### src/rtl/enemy_fire_scheduler_pkg.sv
// Shared types and default timing constants for the enemy fire scheduler.
package enemy_fire_scheduler_pkg;

    typedef enum logic [1:0] {
        SCH_IDLE     = 2'd0,
        SCH_BURST    = 2'd1,
        SCH_COOLDOWN = 2'd2
    } sched_state_t;

    localparam int unsigned DEF_NUM_SLOTS   = 4;
    localparam int unsigned DEF_BURST_LEN   = 3;
    localparam int unsigned DEF_BURST_GAP   = 8;
    localparam int unsigned DEF_COOLDOWN_TK = 30;

    localparam int unsigned TICK_W = 8;
    localparam int unsigned SHOT_W = 4;
    localparam int unsigned HIT_W  = 8;

endpackage

### src/rtl/rr_free_picker.sv
// Combinational round-robin picker: first set bit of free at or after ptr, wrapping.
module rr_free_picker #(
    parameter int unsigned NUM_SLOTS = 4,
    parameter int unsigned IDX_W     = $clog2(NUM_SLOTS)
) (
    input  logic [NUM_SLOTS-1:0] free,
    input  logic [IDX_W-1:0]     ptr,
    output logic                 found_c,
    output logic [NUM_SLOTS-1:0] grant_c,
    output logic [IDX_W-1:0]     index_c
);

    logic [IDX_W-1:0] k;

    always_comb begin
        found_c = 1'b0;
        grant_c = '0;
        index_c = '0;
        k       = '0;
        for (int unsigned i = 0; i < NUM_SLOTS; i++) begin
            k = IDX_W'((32'(ptr) + i) % NUM_SLOTS);
            if (!found_c && free[k]) begin
                found_c    = 1'b1;
                grant_c[k] = 1'b1;
                index_c    = k;
            end
        end
    end

endmodule

### src/rtl/enemy_fire_scheduler.sv
// Turns AI attack requests into tick-timed bursts spread round-robin over a bullet pool,
// and aggregates the per-bullet hit flags.
module enemy_fire_scheduler
    import enemy_fire_scheduler_pkg::*;
#(
    parameter int unsigned NUM_SLOTS   = DEF_NUM_SLOTS,
    parameter int unsigned BURST_LEN   = DEF_BURST_LEN,
    parameter int unsigned BURST_GAP   = DEF_BURST_GAP,
    parameter int unsigned COOLDOWN_TK = DEF_COOLDOWN_TK
) (
    input  logic                 clk,
    input  logic                 rst,
    input  logic                 en,
    input  logic                 tick,
    input  logic                 attack_req,
    input  logic                 defend,
    input  logic [NUM_SLOTS-1:0] slot_active,
    input  logic [NUM_SLOTS-1:0] slot_hit,
    output logic [NUM_SLOTS-1:0] fire,
    output logic                 busy,
    output logic                 hit_pulse,
    output logic [HIT_W-1:0]     hit_count
);

    localparam int unsigned IDX_W = $clog2(NUM_SLOTS);
    localparam int unsigned SUM_W = HIT_W + 1;
    localparam logic [TICK_W-1:0] GAP_LAST  = TICK_W'(BURST_GAP - 1);
    localparam logic [TICK_W-1:0] COOL_LAST = TICK_W'(COOLDOWN_TK - 1);
    localparam logic [SHOT_W-1:0] SHOT_LAST = SHOT_W'(BURST_LEN);

    sched_state_t          state, state_next;
    logic [TICK_W-1:0]     tick_cnt, tick_cnt_next;
    logic [SHOT_W-1:0]     shot_cnt, shot_cnt_next;
    logic [IDX_W-1:0]      rr_ptr, rr_ptr_next;
    logic [NUM_SLOTS-1:0]  pending, pending_next;
    logic [NUM_SLOTS-1:0]  pend_age, pend_age_next;
    logic [NUM_SLOTS-1:0]  active_q;
    logic [NUM_SLOTS-1:0]  fire_next;
    logic [HIT_W-1:0]      hit_count_next;
    logic [SUM_W-1:0]      hit_sum_c;
    logic                  issue_c;
    logic                  found_c;
    logic [NUM_SLOTS-1:0]  grant_c;
    logic [IDX_W-1:0]      index_c;

    rr_free_picker #(
        .NUM_SLOTS(NUM_SLOTS),
        .IDX_W    (IDX_W)
    ) u_picker (
        .free   (~slot_active & ~pending),
        .ptr    (rr_ptr),
        .found_c(found_c),
        .grant_c(grant_c),
        .index_c(index_c)
    );

    // Next-state: the FSM only moves on game ticks; en=0 forces IDLE regardless.
    always_comb begin
        state_next    = state;
        tick_cnt_next = tick_cnt;
        shot_cnt_next = shot_cnt;
        issue_c       = 1'b0;
        if (!en) begin
            state_next    = SCH_IDLE;
            tick_cnt_next = '0;
            shot_cnt_next = '0;
        end else if (tick) begin
            case (state)
                SCH_IDLE: begin
                    if (attack_req && !defend) begin
                        issue_c       = 1'b1;
                        shot_cnt_next = SHOT_W'(1);
                        tick_cnt_next = '0;
                        state_next    = (BURST_LEN == 1) ? SCH_COOLDOWN : SCH_BURST;
                    end
                end
                SCH_BURST: begin
                    if (defend) begin
                        state_next    = SCH_COOLDOWN;
                        tick_cnt_next = '0;
                    end else if (tick_cnt == GAP_LAST) begin
                        issue_c       = 1'b1;
                        tick_cnt_next = '0;
                        shot_cnt_next = shot_cnt + SHOT_W'(1);
                        if (shot_cnt + SHOT_W'(1) == SHOT_LAST) state_next = SCH_COOLDOWN;
                    end else begin
                        tick_cnt_next = tick_cnt + TICK_W'(1);
                    end
                end
                SCH_COOLDOWN: begin
                    if (tick_cnt == COOL_LAST) begin
                        state_next    = SCH_IDLE;
                        tick_cnt_next = '0;
                    end else begin
                        tick_cnt_next = tick_cnt + TICK_W'(1);
                    end
                end
                default: begin
                    state_next    = SCH_IDLE;
                    tick_cnt_next = '0;
                    shot_cnt_next = '0;
                end
            endcase
        end
    end

    // Shot dispatch, pending mask (covers the bullet's 1-cycle isE latency) and hit aggregation.
    always_comb begin
        fire_next     = (issue_c && found_c) ? grant_c : '0;
        rr_ptr_next   = rr_ptr;
        pending_next  = pending;
        pend_age_next = pend_age;
        hit_sum_c     = {1'b0, hit_count};
        if (issue_c && found_c) begin
            rr_ptr_next = (index_c == IDX_W'(NUM_SLOTS - 1)) ? '0 : index_c + IDX_W'(1);
        end
        for (int unsigned k = 0; k < NUM_SLOTS; k++) begin
            if (fire_next[k]) begin
                pending_next[k]  = 1'b1;
                pend_age_next[k] = 1'b0;
            end else if (pending[k]) begin
                if ((slot_active[k] && !active_q[k]) || pend_age[k]) begin
                    pending_next[k]  = 1'b0;
                    pend_age_next[k] = 1'b0;
                end else begin
                    pend_age_next[k] = 1'b1;
                end
            end
            hit_sum_c = hit_sum_c + SUM_W'(slot_hit[k]);
        end
        hit_count_next = hit_sum_c[HIT_W] ? '1 : hit_sum_c[HIT_W-1:0];
    end

    always_ff @(posedge clk) begin
        if (rst) begin
            state     <= SCH_IDLE;
            tick_cnt  <= '0;
            shot_cnt  <= '0;
            rr_ptr    <= '0;
            pending   <= '0;
            pend_age  <= '0;
            active_q  <= '0;
            fire      <= '0;
            busy      <= 1'b0;
            hit_pulse <= 1'b0;
            hit_count <= '0;
        end else begin
            state     <= state_next;
            tick_cnt  <= tick_cnt_next;
            shot_cnt  <= shot_cnt_next;
            rr_ptr    <= rr_ptr_next;
            pending   <= pending_next;
            pend_age  <= pend_age_next;
            active_q  <= slot_active;
            fire      <= fire_next;
            busy      <= (state_next != SCH_IDLE);
            hit_pulse <= |slot_hit;
            hit_count <= hit_count_next;
        end
    end

endmodule

### config.mk
export PLATFORM = sky130hd
export DESIGN_NAME = enemy_fire_scheduler
export DESIGN_NICKNAME = d
export VERILOG_FILES = /design/src/rtl/enemy_fire_scheduler_pkg.sv /design/src/rtl/rr_free_picker.sv /design/src/rtl/enemy_fire_scheduler.sv
export SDC_FILE = /design/constraint.sdc
export NUM_CORES = 1
export LEC_CHECK = 0
export ABC_AREA = 1
export CAP_MARGIN = 25
export CORE_ASPECT_RATIO = 0.9
export CORE_MARGIN = 2
export CORE_UTILIZATION = 50
export DETAILED_ROUTE_END_ITERATION = 8
export PLACE_DENSITY = 0.8
export SETUP_SLACK_MARGIN = 0.4
export SLEW_MARGIN = 5
export SYNTH_ARGS = -nofsm -noshare
export SYNTH_HDL_FRONTEND = slang
export SYNTH_SLANG_ARGS = --single-unit
### constraint.sdc
create_clock -name clk -period 2.68 [get_ports clk]
set_clock_uncertainty 0.15 [all_clocks]
set_input_delay 0.536 -clock clk [delete_from_list [all_inputs] [get_ports clk]]
set_output_delay 0.536 -clock clk [all_outputs]
set_load 0.05 [all_outputs]
==> metrics <==
Pins Over Slew Limit 0; R2R setup slack between 500 and 600 ps; CP Data Arrival Time roughly 2600 ps; HP Class register to register; crit path from slot_hit[3]; prevailing post-synth register cell dfxtp_1; synthesized cell area roughly 2500 um^2; Clk pwr share 0.265; CTS tree done; via count 2296; number of enable flip-flop cells after synthesis 0; largest net degree at the start of global routing 15; PortBufs 27; Seq/Total Area, Yosys 0.341; Final #Nets 424; leading area contributor after synthesis dfxtp_1; area delta synth->final 23.1%; htree depth 2; CTS buffer count 5; Hold Path Depth 2; synthesized instance count approximately 350; hold_buf cts 0; Cells after DPL 443; global-route wire length before repair 9160 um; layout cell share with drive strength beyond 1 0.154; hpwl dp 3930 um; final worst-path cycle share 0.940; WS Path Type input pin to register; clock buffer depth 2; Initial Util 0.514; Layout Cells excl Fill 454; Setup WS pre-CTS -571 ps; RSZ-0062 raised after global routing yes; Die Span Y just over 70 um; Seq cells post-synth 42; Rows 24; max_cap viols 0; Cell Int Power ~970 uW; grt ovf 0; drt pass-1 iters 5; TritonCTS sink count 42; synth top area cells dfxtp_1, nand2_1, ha_1, inv_1, nand3_1; hold-critical path endpoint pending[3]$_SDFF_PP0_; most frequent cell after synthesis nand2_1; gp weighted congestion 0.851; Fmax around 400 MHz; clock-pin slew on the worst setup and hold paths roughly 70 ps; post-route setup slack 160 ps; fill count 438; number of antenna violations at the first check in global routing 0; clock insertion delay at the later pin of the skew report ~290 ps; Final Hold Vio Count 0; TNS Setup 0 ps; n_diodes 0; Pwr Total 1440 uW; post-layout util 0.632; num ports 28; CP Data Required Time 2760 ps; crit end category register; most frequent cells after synthesis nand2_1, inv_1, dfxtp_1; sequential share of power 0.471; Worst VDD drop 0.000376 V; Startpoint Class input pin; Initial DRC Count approximately 120; P_sw 461 uW; root buf cell clkbuf_8; synthesized area per cell between 7 and 8 um^2; Die Wd 78.1 um; Tmin final 2520 ps; Routed WL about 5300 um; Slew headroom 0.653; Final setup violation count 0; Worst-Margin Slew roughly 520 ps; R2R cell count 11; P_leak 0.00142 uW; Netlist cell types 36; Worst Hold Launch active_q[3]$_SDFF_PP0_; DRC errors left 0; CP max FO 5; number of global-route vias before repair roughly 2200; Switching Share 0.321; DR vias/cell about 5.1; syn_nets between 300 and 400; Routed Antenna Nets 0; area fraction of the dominant cell type after synthesis 0.341; Warnings, synthesis 0; DR WL/cell 11.6 um; Power Density 472 nW/um^2; share of synthesized registers carrying an async set or reset 0; DIE AREA ~5500 um^2; core area 4800 um^2; share of total power in combinational logic 0.264; Reg-to-Reg End rr_ptr[1]$_SDFFE_PP0P_; status finished clean; Overall Global Routing Usage 0.200
[cells in the final DEF, fill, tap and decap left out, types with 4 or more instances in the layout]
| master | netlist | final |
|---|---|---|
| a21oi_1 | 20 | 18 |
| a21oi_2 | 2 | 4 |
| a31oi_1 | 4 | 4 |
| buf_4 | 0 | 10 |
| clkbuf_8 | 0 | 5 |
| clkdlybuf4s50_1 | 0 | 22 |
| dfxtp_1 | 42 | 42 |
| ha_1 | 18 | 16 |
| inv_1 | 53 | 50 |
| inv_2 | 4 | 7 |
| nand2_1 | 78 | 78 |
| nand2_2 | 6 | 6 |
| nand3_1 | 28 | 27 |
| nand4_1 | 5 | 5 |
| nor2_1 | 23 | 17 |
| nor2_4 | 1 | 5 |
| nor3_1 | 8 | 7 |
| o21ai_0 | 20 | 18 |
[critical path: stages]
cell,delay [ps]
buf_6,100
fa_1,560
fa_2,220
inv_2,40
fa_2,360
nor2_4,110
inv_2,50
nor3b_2,180
nand2_1,110
nor2_4,160
inv_2,70
a21oi_2,120
[how the worst max path moves through the flow]
stage / endpoint / cells past startpoint
after CTS: hit_count[1]$_SDFF_PP0_ / 12
after detailed placement: hit_count[2]$_SDFF_PP0_ / 12
after floorplan: hit_count[1]$_SDFF_PP0_ / 11
after global routing: hit_count[1]$_SDFF_PP0_ / 12
final: hit_count[1]$_SDFF_PP0_ / 12
after global placement: hit_count[1]$_SDFF_PP0_ / 12
[state kept, by name, summed over array words and instances (netlist names), named ones only]
name / flops
fire: 4
hit_pulse: 1
pend_age: 4
hit_count: 8
tick_cnt: 8
shot_cnt: 4
rr_ptr: 1
busy: 1
state: 2
active_q: 4
pending: 4
[timing repair]
action / 4_1_cts / 5_1_grt
endpoints found under the setup margin: 9 / 22
gates resized for setup: 18 / 16
pin swaps: 10 / 7
buffers inserted: 1 / 3
[power groups by stage]
stage,Clock [uW],Combinational (uW),Sequential (uW)
2_1_floorplan,0,177,754
3_3_place_gp,0,347,689
3_5_place_dp,0,353,690
4_1_cts,393,356,675
5_1_grt,421,418,680
6_report,380,379,676
[stage by stage]
stage	hold WS, ps	instance area (um^2)
floorplan	301	2480
global placement	320	2880
detailed placement	321	2880
CTS	338	2960
global route	358	3040
finish	336	3040
[routing by layer]
| layer | track usage | vias to the layer above | part of all wire |
|---|---|---|---|
| met1 | 0.262 | 1042 | 0.48 |
| met3 | 0.0408 | 6 | 0.044 |
| met2 | 0.337 | 45 | 0.47 |
| met4 | 0.0585 | 0 | 0.010 |
| met5 | 0 | - | 0 |
| li1 | - | 1203 | - |
[cell families (layout without fill, tap and decap cells)]
family,count (synthesis),in the layout,share of synthesized area
AOI/OAI and AO/OA,58,58,0.136
adders and majority gates,21,21,0.116
and+or+nand+nor,160,160,0.298
buffers and inverters,60,103,0.0917
xor gates and xnor gates,5,5,0.0177
DFF,42,42,0.341
[cell type report]
cell class | count | area (um^2) | area share
timing repair buffer | 38 | 349 | 0.115
inverter | 58 | 218 | 0.0717
clock buffer | 7 | 76.3 | 0.0251
sequential | 42 | 841 | 0.277
multi-input combinational | 244 | 1470 | 0.485
tap | 65 | 81.3 | 0.0268
(Power assumes the default switching activity.)
